## src/rtl/tile_rom_arbiter.sv

```systemverilog
// tile_rom_arbiter: two-port tile ROM arbiter with a starvation guard for port 1 and a tagged read-return pipeline.
// Define TILE_ROM_ARBITER_RR_EN to replace the starvation FSM with round-robin arbitration.
module tile_rom_arbiter #(
  parameter int ADDR_W     = 8,
  parameter int DATA_W     = 24,
  parameter int ROM_LAT    = 2,
  parameter int STARVE_MAX = 7
) (
  input  logic              clk,
  input  logic              rst_n,
  input  logic              req0,
  input  logic [ADDR_W-1:0] addr0,
  output logic              gnt0,
  output logic              valid0,
  output logic [DATA_W-1:0] data0,
  input  logic              req1,
  input  logic [ADDR_W-1:0] addr1,
  output logic              gnt1,
  output logic              valid1,
  output logic [DATA_W-1:0] data1,
  output logic [ADDR_W-1:0] rom_address,
  input  logic [DATA_W-1:0] rom_q
);
  logic [ADDR_W-1:0] addr_q, addr_d;
  logic [ROM_LAT-1:0] tv_q, tv_d, tid_q, tid_d;
  logic valid0_q, valid0_d, valid1_q, valid1_d;
  logic [DATA_W-1:0] data0_q, data0_d, data1_q, data1_d;
`ifdef TILE_ROM_ARBITER_RR_EN
  logic last_q, last_d;
`else
  typedef enum logic {NORMAL, FORCE1} state_t;
  localparam logic [7:0] SMAX = 8'(STARVE_MAX);
  state_t state_q, state_d;
  logic [7:0] cnt_q, cnt_d;
`endif
  always_comb begin
`ifdef TILE_ROM_ARBITER_RR_EN
    gnt0 = rst_n & req0 & (~req1 | last_q);
    gnt1 = rst_n & req1 & (~req0 | ~last_q);
    last_d = gnt1 ? 1'b1 : gnt0 ? 1'b0 : last_q;
`else
    gnt0 = rst_n & req0 & ((state_q == NORMAL) | ~req1);
    gnt1 = rst_n & req1 & ((state_q == FORCE1) | ~req0);
    cnt_d = (~req1 | gnt1) ? 8'd0 : (cnt_q == SMAX) ? cnt_q : cnt_q + 8'd1;
    // Enter FORCE1 as soon as this cycle's denial completes the starvation run
    state_d = (state_q == NORMAL && req1 && cnt_d == SMAX) ? FORCE1 : NORMAL;
`endif
    rom_address = gnt0 ? addr0 : gnt1 ? addr1 : addr_q;
    addr_d = rom_address;
    tv_d = (tv_q << 1) | ROM_LAT'(gnt0 | gnt1);
    tid_d = (tid_q << 1) | ROM_LAT'(gnt1);
    valid0_d = tv_q[ROM_LAT-1] & ~tid_q[ROM_LAT-1];
    valid1_d = tv_q[ROM_LAT-1] & tid_q[ROM_LAT-1];
    data0_d = valid0_d ? rom_q : data0_q;
    data1_d = valid1_d ? rom_q : data1_q;
  end
  always_ff @(posedge clk or negedge rst_n) begin
    if (!rst_n) begin
      addr_q   <= '0;
      tv_q     <= '0;
      tid_q    <= '0;
      valid0_q <= 1'b0;
      valid1_q <= 1'b0;
      data0_q  <= '0;
      data1_q  <= '0;
`ifdef TILE_ROM_ARBITER_RR_EN
      last_q   <= 1'b1;
`else
      state_q  <= NORMAL;
      cnt_q    <= 8'd0;
`endif
    end else begin
      addr_q   <= addr_d;
      tv_q     <= tv_d;
      tid_q    <= tid_d;
      valid0_q <= valid0_d;
      valid1_q <= valid1_d;
      data0_q  <= data0_d;
      data1_q  <= data1_d;
`ifdef TILE_ROM_ARBITER_RR_EN
      last_q   <= last_d;
`else
      state_q  <= state_d;
      cnt_q    <= cnt_d;
`endif
    end
  end
  assign valid0 = valid0_q;
  assign valid1 = valid1_q;
  assign data0 = data0_q;
  assign data1 = data1_q;
endmodule

```

## config.mk

```make
export PLATFORM = sky130hd
export DESIGN_NAME = tile_rom_arbiter
export DESIGN_NICKNAME = d
export VERILOG_FILES = /design/src/rtl/tile_rom_arbiter.sv
export SDC_FILE = /design/constraint.sdc
export NUM_CORES = 1
export LEC_CHECK = 0
export BUFFER_PORTS_ARGS = -buffer_cell sky130_fd_sc_hd__buf_2
export CAP_MARGIN = 20
export CORE_MARGIN = 1
export CORE_UTILIZATION = 45
export CTS_CLUSTER_SIZE = 12
export DETAILED_ROUTE_END_ITERATION = 6
export PLACE_DENSITY = 0.86
export SYNTH_ARGS = -nofsm -noshare
export SYNTH_HDL_FRONTEND = slang
export SYNTH_SLANG_ARGS = --single-unit
export TNS_END_PERCENT = 30
```

## constraint.sdc

```tcl
create_clock -name clk -period 2.1 [get_ports clk]
set_input_delay 0.105 -clock clk [delete_from_list [all_inputs] [get_ports clk]]
set_output_delay 0.105 -clock clk [all_outputs]
set_load 0.02 [all_outputs]
```

# == After elaboration in Yosys (flattened, before gate mapping) ==
# Index checks and enable logic that the tools add are counted.
# word_totals
regBits,71
inputBits,44
output_inout_bits,60
wordCells,35
# classes
addsub,1
eq_ne,2
mux,5
bitwise_logic,16
n_reduce_logical,2
# op_table
op,n
8-bit 2-to-1 mux,4
"8-bit by 3-bit equality test with 1-bit output, second input constant",2
"8-bit by 1-bit adder with 8-bit output, second input constant",1
1-bit bitwise AND,6
1-bit NOT,4
1-bit OR,4
2-bit by 1-bit OR with 2-bit output,2
1-bit logical AND,2
1-bit 2-to-1 mux,1

# == Longest topological paths before layout ==
# logic_depth
word_depth,8
ltp_mapped,6
mapped_depth_nobuf,5

# == Least setup slack after synthesis ==
# OpenSTA, ideal clock, no wires.
# synth_path
path_kind,flip-flop to flip-flop
startpoint,reg cnt_q[5]
endpoint,reg state_q
setup_time_ps,96
t_arrival_ps,1558
t_required_ps,2004
slack_ps,446
path_stages_with_launch,6
path_buffers,1
period_less_slack_ps,1654
cell_sequence,dfrtp_1 or4_4 or2_1 buf_6 nor4bb_1 nor4_2
# synth_via
elab_chain_len,6
word_cells_on_any_way,7
classes_between,add/sub (1); eq/ne (2); mux (3); reduce/logical (1)
# synth_lines
element,line_no,source
start: declaration,34,"logic [7:0] cnt_q, cnt_d;"
start signal: assignment,84,cnt_q <= cnt_d;
8-bit by 1-bit adder with 8-bit output or 8-bit by 3-bit equality test with 1-bit output (tied branches),44,cnt_d = (~req1 | gnt1) ? 8'd0 : (cnt_q == SMAX) ? cnt_q : cnt_q + 8'd1;
8-bit 2-to-1 mux * (2 in series),44,
8-bit by 3-bit equality test with 1-bit output *,46,state_d = (state_q == NORMAL && req1 && cnt_d == SMAX) ? FORCE1 : NORMAL;
1-bit logical AND *,46,
1-bit 2-to-1 mux *,46,
via state_d,33,"state_t state_q, state_d;"
end signal: assignment,83,state_q <= state_d;
end: declaration,33,
# The timed path passes the listed nets; every way through them passes the cells marked *.
# A chain may end at the register's enable or synchronous reset.

# == Worst setup path in the final report ==
# layout_path
startpoint,reg state_q
endpoint,out rom_address[4]
# layout_via
elab_chain_len,4
word_cells_on_any_way,7
classes_between,mux (2); bitwise (5)
# layout_lines
element,line_no,source
1-bit OR or 1-bit NOT (tied branches),"43, 42",
1-bit bitwise AND or 1-bit OR (tied branches),"43, 42",
8-bit 2-to-1 mux or 1-bit bitwise AND (tied branches),"48, 42",
8-bit 2-to-1 mux *,48,rom_address = gnt0 ? addr0 : gnt1 ? addr1 : addr_q;
end: declaration,21,"output logic [ADDR_W-1:0] rom_address,"
# Mark *: on every way between the ends. The rest lies on a longest branch, timed or not.

==> metrics.md <==
| Metric | Value |
|---|---|
| Routed WL | `5830 um` |
| First-pass DRT Iterations | `4` |
| Combinational share of power | `0.248` |
| Critical path data arrival time | `1.80 ns` |
| ANT nets after route | `0` |
| Fmax | `0.526 GHz` |
| CTS H-tree depth | `3` |
| Chip Width | `82.1 um` |
| Most common cell after layout, fill and taps aside | `buf_2` |
| Crit-path cells | `and2b_2 > nand3b_1 > buf_4 > mux2i_1 > a21oi_1 > buf_2` |
| Die Area | `6740 um2` |
| Mapped cell area | `2890 um2` |
| Initial drt markers | `51` |
| Library cells used by synthesis | `35` |
| DR DRC count | `0` |
| Sequential fraction of the synthesis area | `0.616` |
| Sequential Area | `roughly 1800 um2` |
| Maxcap violations | `0` |
| CP Max Fanout | `7` |
| Share of post-route cells with drive strength above 1 | `0.522` |
| Ant diodes | `0` |
| Outcome | `completed` |
| Layout Skew | `0.00725 ns` |
| Dominant cell type by area after synthesis | `dfrtp_1` |
| Core area | `6060 um2` |
| CP max stage delay | `0.35 ns` |
| Unrepaired setup endpoints after global routing | `false` |
| Hold EP | `data1[22]` |
| Final setup vio count | `0` |
| Initial antenna violation count | `0` |
| Mapped Nets | `258` |
| P_int | `about 2400 uW` |
| CP bufs+invs | `2` |
| Cell family with most CP delay | `simple AND/OR/NAND/NOR gates` |
| R2r endpoint | `state_q` |
| GR Util met1 | `0.194` |
| CTS Root Cell | `clkbuf_8` |
| All-Layer GR Usage | `0.178` |
| Vias per Instance | `4.97` |
| Clock Latency Late Sink | `between 0.3 and 0.4 ns` |
| Post-DP HPWL | `4030 um` |
| Pins over their slew limit | `0` |
| Global placer's final weighted congestion | `0.806` |
| Reg2Reg Depth | `4` |
| Hold Vio Cnt, Final | `0` |
| Tcrit/Tclk final | `0.906` |
| Cells after Synth | `around 210` |
| Leak | `0.00187 uW` |
| Wire length of the first global-routing pass | `8750 um` |
| Tightest Hold Check Type | `in -> reg` |
| CP Launch Type | `flip-flop` |
| CTS max path bufs | `2` |
| Drt wl/cell | `approximately 14 um` |
| Pin count of the biggest net entering global routing | `69` |
| Inserted Clock Buffers | `9` |
| CTS sink cnt | `71` |
| Share of the synthesized area in the top cell type | `0.616` |
| Commonest non-fill, non-tap cells in the layout | `103 x buf_2, 71 x dfrtp_1, 48 x mux2_2` |
| R2R setup slack | `0.34 ns` |
| Final nets | `approximately 380` |
| Worst EP required | `2.00 ns` |
| Psw | `1090 uW` |
| Count of state elements after synthesis | `71` |
| Fin Setup TNS | `0 ns` |
| # fillers | `between 400 and 500` |
| Port Buf Inserts | `103` |
| Hold Path Origin | `rom_q[22]` |
| Grt total ovfl | `0` |
| Clock share of power | `0.275` |
| Clk slew on worst S/H paths | `approximately 0.070 ns` |
| Avg Cell Area, Syn | `13.5 um2` |
| IO Pins | `104` |
| Vias in the first global route | `1952` |
| Via count | `2048` |
| Met2 global-route usage | `0.308` |
| TritonCTS clock tree | `yes` |
| Min cycle time layout | `1.90 ns` |
| Initial core utilization | `0.476` |
| Number of synthesis warnings | `0` |
| PwrDens | `between 900 and 1000 nW/um2` |
| Worst r2r src | `cnt_q[5]` |
| Met3 global-route usage | `0.0533` |
| Crit path max-delay cell type | `dfrtp_1` |
| Hold path depth | `2` |
| Die height | `82.1 um` |
| Worst Tran Pin Value | `0.810 ns` |
| Critical path class | `reg -> out` |
| Switch share | `0.309` |
| Worst rel slew slack | `0.460` |
| Top Usage Layer GRT | `met2` |
| FP Rows | `28` |
| Reg power frac | `0.477` |
| Area contributors post-synth | `dfrtp_1 62%, mux2_2 19%, mux2i_1 3.1%, nor2_1 2.3%, a21oi_1 1.9%` |
| Fin util | `0.622` |
| Multi-input logic area | `1050 um2` |
| Worst vdd ir | `0.000518 V` |
| Critical path capture point type | `output port` |
| Synth-to-Final Area Change | `30.6%` |
[cells by family after synthesis]
logic type                 after synthesis  synth area share
xor gates and xnor gates                 6            0.0182
adders and majority gates                1           0.00434
muxes                                   57             0.219
AOI/OAI and AO/OA                       19            0.0386
and+or+nand+nor                         45            0.0828
DFF                                     71             0.616
buffers and inverters                   14            0.0217
[worst max-delay path by stage]
| stage | slack, ns | start | to | depth (start not counted) |
|---|---|---|---|---|
| 2_1_floorplan | 0.45 | cnt_q[5] | state_q | 5 |
| 3_3_place_gp | 0.36 | cnt_q[5] | state_q | 4 |
| 3_5_place_dp | 0.29 | state_q | rom_address[7] | 5 |
| 4_1_cts | 0.13 | rst_n | rom_address[1] | 5 |
| 5_1_grt | 0.07 | state_q | rom_address[4] | 6 |
| 6_report | 0.20 | state_q | rom_address[4] | 6 |
[area by class of cell]
cell class,instances,share of cell area
clock buffer,13,0.0422
timing repair buffer,116,0.171
multi-input combinational,128,0.280
clock inverter,3,0.00465
inverter,6,0.00598
sequential,71,0.471
tap,75,0.0249
[timing repair]
action                                  in CTS  in global routing
buffers inserted                             2                  0
hold buffers                                 8                  0
endpoints found under the setup margin       8                  7
resized for setup                            0                  1
hold endpoints to repair                    14                  0
pin swaps                                    0                  0
gates cloned                                 0                  0
[cells in the mapped netlist (all sizes together)]
master / n
dfrtp: 71
mux2: 48
nor2: 18
a21oi: 11
mux2i: 9
inv: 6
nand2: 6
buf: 4
clkbuf: 4
nand3: 4
nand2b: 3
xnor2: 3
xor2: 3
and2b: 2
nand3b: 2
nor3: 2
nor4: 2
o21ai: 2
or4: 2
a21o: 1
a31oi: 1
ha: 1
nor2b: 1
nor4bb: 1
o211a: 1
o221ai: 1
o22ai: 1
o31ai: 1
or2: 1
or2b: 1
[state kept, by name (all words and copies together), names as in the netlist]
| register | cells |
|---|---|
| tv_q | 2 |
| state_q | 1 |
| data0 | 24 |
| valid1 | 1 |
| addr_q | 8 |
| tid_q | 2 |
| valid0 | 1 |
| data1 | 24 |
| cnt_q | 8 |
[metrics by stage]
| step | worst slack [ns] | instances | hold slack (ns) | power, uW | instance area, um2 |
|---|---|---|---|---|---|
| finish | 0.198 | 412 | 0.0130 | 3530 | 3770 |
| global route | 0.0748 | 412 | 0.00228 | 3730 | 3770 |
| CTS | 0.132 | 412 | 0.000942 | 3560 | 3760 |
| detailed placement | 0.288 | 386 | -0.0468 | 2580 | 3490 |
| global placement | 0.361 | 386 | -0.0518 | 2540 | 3490 |
| floorplan | 0.446 | 213 | -0.191 | 2230 | 2890 |
[power by group through the flow]
| stage | Sequential, uW | Combinational [uW] | Clock [uW] |
|---|---|---|---|
| after CTS | 1680 | 885 | 997 |
| after detailed placement | 1710 | 870 | 0 |
| after global routing | 1720 | 947 | 1070 |
| final | 1680 | 877 | 972 |
| after floorplan | 1940 | 287 | 0 |
| after global placement | 1690 | 850 | 0 |
[metal layers]
layer  share of wire  vias to the layer above
li1                -                      983
met1            0.44                      976
met2            0.47                       80
met3           0.077                        9
met4           0.017                        0
met5               0                        -
(Power assumes the default switching activity.)
